==> src/rtl/spi_pkg.sv <==
// Shared types and constants for the SPI receptor: FSM encoding, default word
// length and the four (CKP, CPH) mode pairs.
package spi_pkg;

    localparam int DATA_W_DEF = 16;

    typedef enum logic [1:0] {
        ST_IDLE  = 2'd0,
        ST_LOAD  = 2'd1,
        ST_SHIFT = 2'd2
    } state_e;

    typedef struct packed {
        logic ckp;
        logic cph;
    } spi_mode_t;

    localparam spi_mode_t MODE0 = '{ckp: 1'b0, cph: 1'b0};
    localparam spi_mode_t MODE1 = '{ckp: 1'b0, cph: 1'b1};
    localparam spi_mode_t MODE2 = '{ckp: 1'b1, cph: 1'b0};
    localparam spi_mode_t MODE3 = '{ckp: 1'b1, cph: 1'b1};

endpackage

==> src/rtl/spi_sync.sv <==
// Two-flop synchronizer for an asynchronous input plus a third delayed flop
// used to flag rising and falling edges of the synchronized value.
module spi_sync (
    input  logic CLK,
    input  logic Reset,
    input  logic rst_val_i,
    input  logic async_i,
    output logic rise_o,
    output logic fall_o
);

    logic [2:0] sr_q;
    logic [2:0] sr_d;

    assign sr_d = {sr_q[1:0], async_i};

    // NOTE: sequential state uses non-blocking assignments so every flop samples pre-edge values.
    always_ff @(posedge CLK) begin
        if (!Reset) begin
            sr_q <= {3{rst_val_i}};
        end else begin
            sr_q <= sr_d;
        end
    end

    assign rise_o = sr_q[1] & ~sr_q[2];
    assign fall_o = ~sr_q[1] & sr_q[2];

endmodule

==> src/rtl/spi_receptor.sv <==
// SPI slave with selectable CKP/CPH, back-to-back words under one SS and an
// rx_valid/rx_ack handshake. Define SPI_RX_OVERRUN_EN to add the sticky overrun flag.
module spi_receptor
    import spi_pkg::*;
#(
    parameter int DATA_W = DATA_W_DEF
) (
    input  logic              CLK,
    input  logic              Reset,
    input  logic              CKP,
    input  logic              CPH,
    input  logic              SCK,
    input  logic              SS,
    input  logic              MOSI,
    output logic              MISO,
    input  logic [DATA_W-1:0] tx_data,
    input  logic              tx_load,
    output logic [DATA_W-1:0] rx_data,
    output logic              rx_valid,
    input  logic              rx_ack,
`ifdef SPI_RX_OVERRUN_EN
    output logic              overrun,
`endif
    output logic              busy
);

    localparam int CNT_W = $clog2(DATA_W + 1);

    logic sck_rise, sck_fall, ss_rise, ss_fall;
    logic [1:0] mosi_q;
    logic mosi_s;

    state_e            state_q, state_d;
    logic [CNT_W-1:0]  cnt_q, cnt_d;
    logic [DATA_W-1:0] tx_buf_q, tx_buf_d;
    logic [DATA_W-1:0] tx_sr_q, tx_sr_d;
    logic [DATA_W-2:0] rx_sr_q, rx_sr_d;
    logic [DATA_W-1:0] rx_data_q, rx_data_d;
    logic [DATA_W-1:0] rx_word;
    logic              rx_valid_q, rx_valid_d;
    logic              miso_q, miso_d;
    logic              skip_q, skip_d;
    logic              ckp_q, ckp_d, cph_q, cph_d;
    logic              complete;
    logic              lead_edge, trail_edge, sample_edge, shift_edge;

    spi_sync u_sck_sync (
        .CLK       (CLK),
        .Reset     (Reset),
        .rst_val_i (CKP),
        .async_i   (SCK),
        .rise_o    (sck_rise),
        .fall_o    (sck_fall)
    );

    spi_sync u_ss_sync (
        .CLK       (CLK),
        .Reset     (Reset),
        .rst_val_i (1'b1),
        .async_i   (SS),
        .rise_o    (ss_rise),
        .fall_o    (ss_fall)
    );

    // MOSI shares the SCK synchronizer latency so a detected edge sees aligned data.
    always_ff @(posedge CLK) begin
        if (!Reset) begin
            mosi_q <= 2'b00;
        end else begin
            mosi_q <= {mosi_q[0], MOSI};
        end
    end
    assign mosi_s = mosi_q[1];

    assign lead_edge   = ckp_q ? sck_fall : sck_rise;
    assign trail_edge  = ckp_q ? sck_rise : sck_fall;
    assign sample_edge = cph_q ? trail_edge : lead_edge;
    assign shift_edge  = cph_q ? lead_edge  : trail_edge;
    assign rx_word     = {rx_sr_q, mosi_s};

    // NOTE: every always_comb output is defaulted first so no path leaves it unassigned (no latches).
    always_comb begin
        state_d   = state_q;
        cnt_d     = cnt_q;
        tx_sr_d   = tx_sr_q;
        rx_sr_d   = rx_sr_q;
        rx_data_d = rx_data_q;
        miso_d    = miso_q;
        skip_d    = skip_q;
        ckp_d     = ckp_q;
        cph_d     = cph_q;
        complete  = 1'b0;
        tx_buf_d  = tx_load ? tx_data : tx_buf_q;

        if (ss_fall) begin
            ckp_d = CKP;
            cph_d = CPH;
        end

        if (ss_rise) begin
            state_d = ST_IDLE;
            cnt_d   = '0;
            miso_d  = 1'b0;
            skip_d  = 1'b0;
        end else begin
            case (state_q)
                ST_IDLE: begin
                    miso_d = 1'b0;
                    cnt_d  = '0;
                    if (ss_fall) state_d = ST_LOAD;
                end
                ST_LOAD: begin
                    // MISO carries the MSB now; tx_sr_q holds the bits still to present.
                    miso_d  = tx_buf_q[DATA_W-1];
                    tx_sr_d = tx_buf_q << 1;
                    rx_sr_d = '0;
                    cnt_d   = '0;
                    skip_d  = cph_q;
                    state_d = ST_SHIFT;
                end
                ST_SHIFT: begin
                    if (sample_edge) begin
                        if (cnt_q == CNT_W'(DATA_W - 1)) begin
                            complete  = 1'b1;
                            rx_data_d = rx_word;
                            cnt_d     = '0;
                            tx_sr_d   = tx_buf_q;
                        end else begin
                            rx_sr_d = rx_word[DATA_W-2:0];
                            cnt_d   = cnt_q + CNT_W'(1);
                        end
                    end
                    if (shift_edge) begin
                        if (skip_q) begin
                            skip_d = 1'b0;
                        end else begin
                            miso_d  = tx_sr_q[DATA_W-1];
                            tx_sr_d = tx_sr_q << 1;
                        end
                    end
                end
                default: state_d = ST_IDLE;
            endcase
        end

        // A completion outranks a simultaneous acknowledge.
        rx_valid_d = complete ? 1'b1 : (rx_ack ? 1'b0 : rx_valid_q);
    end

    always_ff @(posedge CLK) begin
        if (!Reset) begin
            state_q    <= ST_IDLE;
            cnt_q      <= '0;
            tx_buf_q   <= '0;
            tx_sr_q    <= '0;
            rx_sr_q    <= '0;
            rx_data_q  <= '0;
            rx_valid_q <= 1'b0;
            miso_q     <= 1'b0;
            skip_q     <= 1'b0;
            ckp_q      <= 1'b0;
            cph_q      <= 1'b0;
        end else begin
            state_q    <= state_d;
            cnt_q      <= cnt_d;
            tx_buf_q   <= tx_buf_d;
            tx_sr_q    <= tx_sr_d;
            rx_sr_q    <= rx_sr_d;
            rx_data_q  <= rx_data_d;
            rx_valid_q <= rx_valid_d;
            miso_q     <= miso_d;
            skip_q     <= skip_d;
            ckp_q      <= ckp_d;
            cph_q      <= cph_d;
        end
    end

`ifdef SPI_RX_OVERRUN_EN
    logic overrun_q, overrun_d;

    assign overrun_d = overrun_q | (complete & rx_valid_q & ~rx_ack);

    always_ff @(posedge CLK) begin
        if (!Reset) begin
            overrun_q <= 1'b0;
        end else begin
            overrun_q <= overrun_d;
        end
    end

    assign overrun = overrun_q;
`endif

    assign MISO     = miso_q;
    assign rx_data  = rx_data_q;
    assign rx_valid = rx_valid_q;
    assign busy     = (state_q != ST_IDLE);

endmodule

==> config.mk <==
export PLATFORM = sky130hd
export DESIGN_NAME = spi_receptor
export DESIGN_NICKNAME = d
export VERILOG_FILES = /design/src/rtl/spi_pkg.sv /design/src/rtl/spi_sync.sv /design/src/rtl/spi_receptor.sv
export SDC_FILE = /design/constraint.sdc
export NUM_CORES = 1
export LEC_CHECK = 0
export BUFFER_PORTS_ARGS = -buffer_cell sky130_fd_sc_hd__buf_2
export CAP_MARGIN = 20
export CORE_ASPECT_RATIO = 1.25
export CORE_MARGIN = 2
export CORE_UTILIZATION = 43
export CTS_CLUSTER_SIZE = 16
export DETAILED_ROUTE_END_ITERATION = 8
export HOLD_SLACK_MARGIN = 0.03
export PLACE_DENSITY = 0.62
export SYNTH_ARGS = -nofsm -noshare
export SYNTH_HDL_FRONTEND = slang
export SYNTH_SLANG_ARGS = --single-unit
==> constraint.sdc <==
create_clock -name CLK -period 5.3 [get_ports CLK]
set_clock_uncertainty 0.15 [all_clocks]
set_input_delay 0.53 -clock CLK [delete_from_list [all_inputs] [get_ports CLK]]
set_output_delay 0.53 -clock CLK [all_outputs]
set_load 0.02 [all_outputs]
==> flow_summary.yaml <==
min_path:
  hold_path_class: "in2reg"
  hold_start: "SS"
setup_path:
  crit_type: "reg2reg"
  path_max_fanout: 28
  critPathMaxStageDelay_ns: 0.84
  critPathTopFamily: "simple AND/OR/NAND/NOR gates"
  crit_start: "state_q[0]"
  cpMaxStageDelayCell: "nor4_4"
  timing.rr.start: "state_q[0]"
  cp.required_ns: 5.45
  path_buf_inv: 2
  crit_top_cell: "inv_1"
  startpoint_type: "flip-flop"
  cp_cell_sequence: "inv_1 -> ha_1 -> inv_1 -> nor4_4 -> a22o_1"
  end_kind: "flip-flop"
  reg2reg_slack_ns: 2.21
  crit_arrival_ns: 3.24
clock_tree:
  post_cts.repair.setup_buffers: 0
  cts_hold_buf: 0
  clock_path_buffers: 2
  cts_tree: "done"
  insertion_delay_ns: 0.36
  clkTransAtPathRegs_ns: 0.08
  cts_root_buf: "clkbuf_8"
  htree_levels: 3
  clock-sinks: 83
  numCtsBuffers: 9
  cts_resized: 0
grt:
  grt_max_degree: 64
  antenna_found_initial: 0
  grt_pass1_wl_um: 13100
  grt_pass1_vias: 2753
  grt_overflow_total: 0
  groute.usage.overall_pct: 17.6
logic_synthesis:
  synth_area_um2: 3670
  synth_cells: 386
  synth_xor_area_share_pct: 0.920
  yosys_warnings: 0
  syn_avg_cell_area_um2: 9.52
  synthesis.nets: 417
  synth_top_cell_by_area: "dfxtp_1"
  synth-seq-area-share_pct: 45.2
  yosysTopAreaCellShare_pct: 45.2
  synthTopCellsByArea: "dfxtp_1, mux2i_1, o21ai_0"
  synth_fa_ha_area_share_pct: 2.04
  synth_cell_types: 46
  yosys.area_share.simple_pct: 15.9
  synthMuxAreaShare_pct: 10.8
  synth.ff_latch_count: 83
  synth_compound_area_share_pct: 20.4
  synth_top_family_by_area: "compound AO/OA/AOI/OAI gates"
route:
  wl_per_cell_um: 14.4
  dr.pass1.iters: 4
  wirelength_um: 7430
  viasPerCell: 5.52
  vias: 2847
  drt_iter0_drc: 150
  drc: 0
  final_antenna_net_count: 0
pwr:
  total_power_mw: 1.31
  pwr-share-clk_pct: 41.9
  share_comb_of_total_power_pct: 8.0
  power_switching_mw: 0.302
  p_seq_share_pct: 50.1
  internal-power_mw: 1.01
  p_leak_nw: 1.69
  vdd_drop_max_mv: 0.121
  p_sw_share_pct: 23.0
  power_density_nw_per_um2: 317
timing:
  final-setup-viol-count: 0
  hold_viol_final: 0
  min_period_ns: 3.09
  rsz0062_at_grt: "false"
  max_freq_mhz: 323
  setup_tns_ns: 0
  fin_crit_sh_pct: 58.4
  drv_slew: 0
  hold_slack_ns: 0.202
  relSlewSlack_pct: 36.8
  worst_pin_slew_ns: 0.948
floorplanning:
  io_pins: 44
  die_x_um: 86.7
  die_area_um2: 9300
  rows: 37
  core-area_um2: 8290
  die_h_um: 107
  start_util_pct: 44.3
placement:
  dp_hpwl_um: 4800
  dpl_cell_area_um2: 3890
  io_buffers: 43
  globalplace.congestion: 0.794
layout:
  final_nets: 445
  final_area_um2: 4140
  post-route-util_pct: 50.0
  drive_gt1_share_pct: 18.9
  nFillCells: 766
  area_growth_pct: 12.7
  diodes: 0
outcome:
  status: "completed"
job:
  maxCapViolCount: 0
-- cell type report --
class                   count  area (um^2)  share of cell area [%]
flip-flops and latches     83         1660                    40.1
inverters                   6         22.5                   0.544
well taps                  97          121                    2.93
clock buffers              10          138                    3.32
clock inverters             6          111                    2.69
repair buffers             47          245                    5.92
multi-input cells         267         1840                    44.5
-- worst reg2reg max path, cell delays in order (launching register included) --
cell and delay, ns:
dfxtp_1 0.36, inv_1 0.10, ha_1 0.71, inv_1 0.65
nor4_4 0.84, a22o_1 0.23
-- cell usage in the layout (no fill, tap or decap), types with 2 or more instances in the layout --
| master | n |
|---|---|
| mux2i_1 | 37 |
| a21o_1 | 2 |
| xnor2_1 | 2 |
| nand4_1 | 3 |
| nor2_1 | 7 |
| ha_1 | 6 |
| nand2b_1 | 8 |
| nand2_1 | 26 |
| a211oi_1 | 2 |
| inv_1 | 6 |
| buf_2 | 43 |
| a21boi_0 | 2 |
| nand4b_1 | 2 |
| clkbuf_8 | 10 |
| a21oi_1 | 6 |
| buf_4 | 4 |
| nor2b_1 | 35 |
| a22o_1 | 15 |
| nand3_1 | 16 |
| and2_1 | 2 |
| a31oi_1 | 15 |
| o21ai_0 | 48 |
| dfxtp_1 | 83 |
| nor3b_1 | 2 |
| a31o_2 | 8 |
| a31o_1 | 5 |
| bufinv_16 | 3 |
-- final timing paths --
kind / cells after the start / to
worst max-delay path: 5 / rx_sr_q[11]
worst min-delay path: 2 / u_ss_sync.sr_q[0]
worst max register to register: 5 / rx_sr_q[11]
worst min register to register: 1 / u_ss_sync.sr_q[1]
-- Yosys cell counts, drive strengths merged --
| cell type | number |
|---|---|
| dfxtp | 83 |
| o21ai | 48 |
| mux2i | 38 |
| nor2b | 35 |
| nand2 | 26 |
| clkbuf | 20 |
| nand3 | 16 |
| a22o | 15 |
| a31oi | 15 |
| a31o | 13 |
| buf | 10 |
| nand2b | 8 |
| nor2 | 8 |
| a21oi | 6 |
| ha | 6 |
| inv | 6 |
| a21boi | 4 |
| and2 | 3 |
| nand4 | 3 |
| xnor2 | 3 |
| a211oi | 2 |
| a21o | 2 |
| nand4b | 2 |
| nor3b | 2 |
| a22oi | 1 |
| a32oi | 1 |
| mux2 | 1 |
| nor4 | 1 |
| o211ai | 1 |
| o221a | 1 |
| o221ai | 1 |
| o2bb2ai | 1 |
| o31a | 1 |
| o31ai | 1 |
| or3 | 1 |
| or3b | 1 |
-- metal layers --
layer  vias to the layer above  global-route usage (%)  wire [um]
met5                         -                       0          0
met4                         0                    5.80        108
met3                        11                    4.60        264
met2                        59                    29.2       3600
met1                      1342                    22.1       3460
li1                       1435                       -          -
-- stage by stage --
step / worst slack [ns] / cells
6_report: 2.21 / 516
3_5_place_dp: 2.20 / 500
3_3_place_gp: 2.30 / 500
2_1_floorplan: 3.35 / 386
5_1_grt: 1.92 / 516
4_1_cts: 2.20 / 516
-- state kept, by name, summed over array words and instances, names as in the netlist --
name             cells
cph_q                1
rx_valid             1
MISO                 1
tx_buf_q            16
cnt_q                5
tx_sr_q             16
u_sck_sync.sr_q      3
ckp_q                1
skip_q               1
mosi_q               2
state_q              2
rx_data             16
rx_sr_q             15
u_ss_sync.sr_q       3
-- logic make-up after synthesis --
logic type,after synthesis
muxes,39
buffers and inverters,36
DFF,83
AOI/OAI and AO/OA,113
xor gates and xnor gates,3
and+or+nand+nor,106
adders and majority gates,6
-- power by group through the flow --
stage / logic, mW / registers, mW / clock network, mW
4_1_cts: 0.107 / 0.659 / 0.564
2_1_floorplan: 0.0832 / 0.668 / 0
6_report: 0.105 / 0.659 / 0.551
3_5_place_dp: 0.106 / 0.673 / 0
5_1_grt: 0.119 / 0.662 / 0.594
3_3_place_gp: 0.104 / 0.672 / 0
No activity file was read; power rests on OpenSTA's default activity.
